==> config.mk <==
export PLATFORM = sky130hd
export DESIGN_NAME = hc595_serial_driver
export DESIGN_NICKNAME = d
export VERILOG_FILES = /design/src/rtl/hc595_serial_driver.sv
export SDC_FILE = /design/constraint.sdc
export NUM_CORES = 1
export LEC_CHECK = 0
export CAP_MARGIN = 20
export CORE_UTILIZATION = 50
export DETAILED_ROUTE_END_ITERATION = 12
export GPL_ROUTABILITY_DRIVEN = 0
export PLACE_DENSITY = 0.8
export SYNTH_ARGS = -nofsm -noshare
export SYNTH_HDL_FRONTEND = slang
export SYNTH_SLANG_ARGS = --single-unit
==> constraint.sdc <==
create_clock -name clk -period 1.6 [get_ports clk]
set_input_delay 0.32 -clock clk [delete_from_list [all_inputs] [get_ports clk]]
set_output_delay 0.32 -clock clk [all_outputs]
set_load 0.02 [all_outputs]
==> src/rtl/hc595_serial_driver.sv <==
// Parallel-to-serial front end for a 74HC595 chain: accepts a word over load/ready,
// shifts it MSB-first on ser/srclk, then pulses rclk to update the storage register.
module hc595_serial_driver #(
    parameter int unsigned WIDTH = 16,
    parameter int unsigned DIV   = 4
) (
    input  logic             clk,
    input  logic             rst_n,
    input  logic [WIDTH-1:0] din,
    input  logic             load,
    output logic             ready,
    output logic             ser,
    output logic             srclk,
    output logic             rclk,
    output logic             done
);

    localparam int unsigned DCW = (DIV > 1) ? $clog2(DIV) : 1;
    localparam int unsigned BCW = $clog2(WIDTH + 1);

    typedef enum logic [1:0] {
        IDLE,
        SHIFT_LO,
        SHIFT_HI,
        LATCH
    } state_t;

    state_t           state;
    logic [DCW-1:0]   div_cnt;
    logic [BCW-1:0]   bit_cnt;
    logic [WIDTH-1:0] sreg;
    logic [WIDTH-1:0] sreg_shl;
    logic             div_last;

    assign div_last = (div_cnt == DCW'(DIV - 1));
    assign sreg_shl = sreg << 1;

    // Every phase (srclk low, srclk high, rclk high) lasts exactly DIV cycles;
    // ser only changes together with srclk falling, so it brackets each rising edge.
    always_ff @(posedge clk or negedge rst_n) begin
        if (!rst_n) begin
            state   <= IDLE;
            div_cnt <= '0;
            bit_cnt <= '0;
            sreg    <= '0;
            ready   <= 1'b1;
            ser     <= 1'b0;
            srclk   <= 1'b0;
            rclk    <= 1'b0;
            done    <= 1'b0;
        end else begin
            done <= 1'b0;
            case (state)
                IDLE: begin
                    if (load && ready) begin
                        sreg    <= din;
                        bit_cnt <= BCW'(WIDTH);
                        div_cnt <= '0;
                        ser     <= din[WIDTH-1];
                        ready   <= 1'b0;
                        state   <= SHIFT_LO;
                    end
                end
                SHIFT_LO: begin
                    if (div_last) begin
                        div_cnt <= '0;
                        srclk   <= 1'b1;
                        state   <= SHIFT_HI;
                    end else begin
                        div_cnt <= div_cnt + DCW'(1);
                    end
                end
                SHIFT_HI: begin
                    if (div_last) begin
                        div_cnt <= '0;
                        srclk   <= 1'b0;
                        sreg    <= sreg_shl;
                        bit_cnt <= bit_cnt - BCW'(1);
                        if (bit_cnt == BCW'(1)) begin
                            ser   <= 1'b0;
                            rclk  <= 1'b1;
                            state <= LATCH;
                        end else begin
                            ser   <= sreg_shl[WIDTH-1];
                            state <= SHIFT_LO;
                        end
                    end else begin
                        div_cnt <= div_cnt + DCW'(1);
                    end
                end
                LATCH: begin
                    if (div_last) begin
                        div_cnt <= '0;
                        rclk    <= 1'b0;
                        ready   <= 1'b1;
                        done    <= 1'b1;
                        state   <= IDLE;
                    end else begin
                        div_cnt <= div_cnt + DCW'(1);
                    end
                end
                default: state <= IDLE;
            endcase
        end
    end

endmodule
==> impl_metrics.tcl, run 1 <==
set metrics [dict create \
    status "finished, final reports clean" \
    postSynthNetCount 162 \
    ys_warn_count 0 \
    p_comb_share_pct 5.1 \
    synthTopCellsByCount "dfrtp_1, nor3_1, mux2i_1" \
    max_slew_margin_pct 75.4 \
    insertion_delay_ns 0.33 \
    yosysUniqueCellTypes 35 \
    fillCellCount 234 \
    route.met3.wl_um 100 \
    arrival_ns 1.77 \
    crit_path_max_incr_delay_ns 0.43 \
    synth_ff_type "dfrtp_1" \
    dp_hpwl_um 2170 \
    max_clock_freq_mhz 646 \
    rows 19 \
    ir_drop_mv 0.583 \
    postRouteWirelength_um 3140 \
    fin_crit_sh_pct 96.7 \
    fin_skew_ns 0.0118 \
    synth_top_cell_area_share_pct 47.1 \
    ys_ff_latch 29 \
    top_layer "met4" \
    yosys-top-cells-area "dfrtp_1, mux2i_1, a21oi_2" \
    swShare_pct 21.5 \
    synth_compound_area_share_pct 15.9 \
    tns_ns 0 \
    slew_viol_final 0 \
    cp_cell_sequence "ha_1 > and3b_2 > buf_4 > nor3_1 > a21oi_2" \
    grt_max_degree 30 \
    die_y_um 56.5 \
    synth_edf_count 0 \
    cts.sinks 29 \
    antenna_cells 0 \
    p_leak_uw 0.000810 \
    initial_core_util_pct 53.4 \
    grt_pass1_vias 1196 \
    drive_gt1_share_pct 20.3 \
    grtUsageTotal_pct 22.1 \
    numCtsBuffers 5 \
    synthMuxAreaShare_pct 9.43 \
    p_switching_uw 271 \
    power_frac_seq_pct 58.1 \
    met2_length_um 1630 \
    areaGrowthSynthToFinish_pct 26.0 \
    cp_slowest_cell "dfrtp_1" \
    rsz0062_at_grt "yes" \
    clk_pin_slew_worst_paths_ns 0.09 \
    boundaryPins 24 \
    critPathLaunchType "register" \
    p_int_uw 991 \
    fin_crit_ns 1.55 \
    async_reset_ff_share_pct 100 \
    worstHoldPathType "input pin to asynchronous set/reset pin" \
    cts_tree "done" \
    worst_pin_slew_ns 0.370 \
    syn_inst 139 \
    core_area_um2 2780 \
    placed_area_um2 1800 \
    die_w_um 56.5 \
    design_area_um2 1870 \
    vias 1155 \
    overflow 0 \
    synth.largest_area_cell "dfrtp_1" \
    drt_iter0_markers 23 \
    ys_seq_area_share_pct 48.9 \
    antenna_found_initial 0 \
    dr.pass1.iters 4 \
    syn-mean-instance-area_um2 10.7 \
    critical_path_class "register to register" \
    cts_max_level 2 \
    setup_violations 0 \
    die-area_um2 3200 \
    port_buffers 23 \
    post-route-drc-count 0 \
    synth_top_family_by_area "simple AND/OR/NAND/NOR gates" \
    worstPathRequired_ns 1.82 \
    cts-root-buf "clkbuf_4" \
    synthXorXnorAreaFrac_pct 0 \
    power.density_nw_per_um2 674 \
    final_net_count 194 \
    cp-end-kind "register" \
    hold_violations 0 \
    ant_nets 0 \
    grt_pass1_wl_um 5240 \
    via_per_inst 5.69 \
    cts_buffer_depth 2 \
    clockPowerShare_pct 36.9 \
    synthSimpleGateAreaFrac_pct 16.8 \
    m1WireLength_um 1350 \
    netlist_area_um2 1490 \
    synth_adder_area_share_pct 3.37 \
    synthMostInstantiatedCell "dfrtp_1" \
    drv_cap 0 \
    cp_max_fo 10 \
    wl_per_cell_um 15.4 \
]
-- registers in the layout (all words and copies together) (netlist names) --
| name | count |
|---|---|
| state | 2 |
| done | 1 |
| srclk | 1 |
| bit_cnt | 5 |
| ready | 1 |
| ser | 1 |
| rclk | 1 |
| sreg | 15 |
| div_cnt | 2 |
-- layout make-up --
| type | count | area [µm²] | share of cell area (%) |
|---|---|---|---|
| flip-flops and latches | 29 | 727 | 38.8 |
| multi-input cells | 95 | 686 | 36.6 |
| repair buffers | 35 | 344 | 18.4 |
| inverters | 5 | 18.8 | 1.00 |
| clock buffers | 8 | 58.8 | 3.14 |
| well taps | 31 | 38.8 | 2.07 |
-- cell usage in the layout, fill, tap and decap left out, types with 3 or more instances in the layout --
cell             Yosys  final
a21oi_1              7      7
a21oi_2             10     10
buf_4                1     10
clkbuf_4             0      5
clkdlybuf4s50_1      0     18
dfrtp_1             28     28
dlygate4sd2_1        0      3
ha_1                 4      4
inv_1                5      4
mux2i_1             14     14
nand2_1              7      7
nand3_1              3      3
nand3b_1             3      3
nor2_1               4      4
nor3_1              15     15
o21ai_0              5      5
-- kinds of logic after synthesis --
group / Yosys count
AO/OA/AOI/OAI: 34
buffers and inverters: 15
multiplexers: 14
adder cells (fa/ha/maj): 4
flip-flops: 29
AND/OR/NAND/NOR: 43
-- through the flow --
step	power, µW	worst slack (ns)	utilization, %	hold WS [ns]	instances
floorplan	748	0.155	-	0.0244	139
global placement	810	-0.0173	64.7	0.477	194
detailed placement	812	-0.0488	64.7	0.482	194
CTS	1280	0.00851	66.6	0.368	202
global route	1320	-0.0483	67.3	0.412	203
finish	1260	0.0531	67.3	0.370	203
-- critical path, delay by kind of cell, from the launching register on --
family,cells,cell delay [ns]
AO/OA/AOI/OAI,1,0.05
adder cells (fa/ha/maj),1,0.25
buffers and inverters,1,0.19
flip-flops,1,0.43
AND/OR/NAND/NOR,2,0.51
-- final timing paths --
| path | from | endpoint | slack, ns | depth (start not counted) |
|---|---|---|---|---|
| max | div_cnt[0] | sreg[5] | 0.05 | 5 |
| min | rst_n | sreg[6] | 0.37 | 2 |
| max reg2reg | div_cnt[0] | sreg[5] | 0.05 | 5 |
| min reg2reg | srclk | srclk | 0.50 | 2 |
| max in group asynchronous | rst_n | ready | 0.92 | 2 |
| min in group clk | srclk | srclk | 0.50 | 2 |
-- power by group through the flow --
stage                     combinational (µW)  clock, µW  sequential, µW
final                                   63.8        465             732
after global routing                    70.0        513             733
after CTS                               65.1        481             732
after detailed placement                64.7          0             747
after global placement                  63.6          0             747
after floorplan                        0.869          0             747
-- layer usage --
| layer | vias up | GRT usage (%) |
|---|---|---|
| met3 | 7 | 5.76 |
| li1 | 559 | - |
| met2 | 18 | 36.6 |
| met4 | 0 | 10.5 |
| met5 | - | 0 |
| met1 | 571 | 26.8 |
-- repair_timing --
action / 4_1_cts / 5_1_grt
pin swaps: 0 / 1
gates resized for setup: 4 / 5
setup buffers: 0 / 1
hold buffers: 0 / 0
endpoints found under the setup margin: 4 / 8
Power figures use the tool's default switching activity.
==> run 2, diff against run 1 <==
Settings changed: CORE_UTILIZATION 50 to 47, PLACE_DENSITY 0.8 to 0.79.
Clock period 1.6 ns to 1.4 ns, I/O delays scaled along.
==> run 2 against run 1 <==
The flow now finishes with violations (setup timing); via count rose by 8.0%; non-clock buffer count rose by 18; total power rose by 11%; sequential power rose by 14%; clock power rose by 4%; combinational power rose by 20%; setup slack got worse by 0.12 ns; sequential share of layout area fell by 4.5 points; flip-flop and latch count did not move; highest routed layer unchanged.
==> impl_metrics.tcl, run 2 (synthesis gave the netlist of run 1 again) <==
set metrics [dict create \
    hold_violations 0 \
    cp_max_fo 3 \
    reg_top3 "sreg (15), bit_cnt (5)" \
    p_switching_uw 318 \
    cp_num_cells 5 \
    p_comb_share_pct 5.5 \
    areaGrowthSynthToFinish_pct 42.7 \
    worstHoldPathType "input pin to asynchronous set/reset pin" \
    clockPowerShare_pct 34.6 \
    post-route-drc-count 0 \
    fillCellCount 246 \
    grt_pass1_wl_um 5620 \
    cts-root-buf "clkbuf_4" \
    critical_path_class "register to register" \
    reg2reg_slack_ns -0.07 \
    regArea_um2 727 \
    finalWorstSetupSlack_ns -0.0665 \
    rows 20 \
    slew_viol_final 0 \
    dr.pass1.iters 4 \
    antenna_cells 0 \
    drv_cap 0 \
    ant_nets 0 \
    cp_slowest_cell "or4b_4" \
    insertion_delay_ns 0.34 \
    grt_pass1_vias 1329 \
    cts.sinks 29 \
    crit_path_max_incr_delay_ns 0.48 \
    die_w_um 58.2 \
    cts_tree "done" \
    postRouteWirelength_um 3450 \
    reg2reg_depth 5 \
    die-area_um2 3390 \
    ir_drop_mv 0.578 \
    numCtsBuffers 5 \
    finalPower_uw 1400 \
    boundaryPins 24 \
    vias 1247 \
    p_leak_uw 0.000910 \
    critPathBufInv 1 \
    grt_max_degree 30 \
    crit_family "simple AND/OR/NAND/NOR gates" \
    cts_hold_buf 0 \
    arrival_ns 1.68 \
    multi_input_area_um2 773 \
    final_cell_mix "dfrtp_1, buf_4, clkdlybuf4s50_1" \
    grtUsageTotal_pct 22.5 \
    die_y_um 58.2 \
    initial_core_util_pct 49.1 \
    worstPathRequired_ns 1.61 \
    overflow 0 \
    r2r_start "bit_cnt[1]" \
    status "finished with violations" \
    antenna_found_initial 0 \
    cp-end-kind "register" \
    port_buffers 23 \
    fin_crit_ns 1.47 \
    swShare_pct 22.7 \
    violations "setup timing" \
    max_slew_margin_pct 84.7 \
    cts_buffer_depth 2 \
    worst_pin_slew_ns 0.223 \
    clk_pin_slew_worst_paths_ns 0.10 \
    power.density_nw_per_um2 659 \
    critPathLaunchType "register" \
    via_per_inst 5.33 \
    p_int_uw 1080 \
    fin_crit_sh_pct 105 \
    regMostFlops "sreg" \
    dp_hpwl_um 2470 \
    cts_max_level 2 \
    worst_r2r_endpoint "ser" \
    max_clock_freq_mhz 682 \
    layout_commonest_cell "dfrtp_1" \
    largest_register_ff_count 15 \
    drt_iter0_markers 41 \
    critPathLaunch "bit_cnt[1]" \
    fin_skew_ns 0.0137 \
    drive_gt1_share_pct 37.9 \
    rsz0062_at_grt "yes" \
    core_area_um2 3030 \
    setup_violations 2 \
    wl_per_cell_um 14.7 \
    tns_ns -0.0696 \
    cp_cell_sequence "inv_2 > ha_4 > or4b_4 > a32oi_1 > o21ai_1" \
    final_net_count 212 \
    power_frac_seq_pct 59.9 \
    crit_path_end "ser" \
]
## run 2: changes by cell type in the layout (fill, tap and decap cells not counted), moves of 2 or more
cell and change:
buf_4 +16, clkinv_2 +2, nor3_1 -11, nor3_2 +10, buf_12 +2, ha_2 +2, ha_1 -3
## run 2: power groups by stage
stage / clock network (µW) / logic, µW / registers [µW]
CTS: 508 / 79.1 / 837
floorplan: 0 / 1.00 / 854
detailed placement: 0 / 78.4 / 853
global route: 538 / 83.0 / 837
global placement: 0 / 77.0 / 853
finish: 484 / 76.4 / 837
## run 2: routing by layer
metal	global-route usage [%]	share of wire [%]	wire length, µm	up-vias
met5	0	0	0	-
met4	12.6	2.6	89	0
met3	4.69	2.8	98	10
met2	40.4	53	1830	29
met1	24.6	42	1430	608
li1	-	-	-	600
## run 2: worst min-delay path by stage
| stage | start | end | slack [ns] |
|---|---|---|---|
| after CTS | rst_n | sreg[4] | 0.29 |
| final | rst_n | sreg[13] | 0.29 |
| after detailed placement | srclk | srclk | 0.50 |
| after global placement | srclk | srclk | 0.48 |
| after global routing | rst_n | sreg[13] | 0.30 |
| after floorplan | rst_n | bit_cnt[0] | -0.02 |
## run 2: what timing repair did
item,in CTS,in global routing
buffers inserted,1,5
pin swaps,1,2
setup endpoints to repair,11,14
gates resized for setup,10,11
## run 2: through the flow
| stage | hold slack, ns | std cells | setup slack [ns] | area, µm² | util [%] |
|---|---|---|---|---|---|
| after global routing | 0.300 | 234 | -0.114 | 2120 | 70.0 |
| after CTS | 0.291 | 230 | -0.0592 | 2050 | 67.9 |
| after global placement | 0.478 | 221 | -0.186 | 1990 | 65.7 |
| after floorplan | -0.0156 | 139 | -0.0181 | 1540 | - |
| after detailed placement | 0.500 | 221 | -0.206 | 1990 | 65.7 |
| final | 0.294 | 234 | -0.0665 | 2120 | 70.0 |
## run 2: area by class of cell
class                      count  share of cell area, %
multi-input combinational     95                   36.5
clock inverter                 2                  0.472
tap                           44                   2.60
sequential                    29                   34.3
inverter                       5                  0.885
clock buffer                   6                   1.95
timing repair buffer          53                   23.4
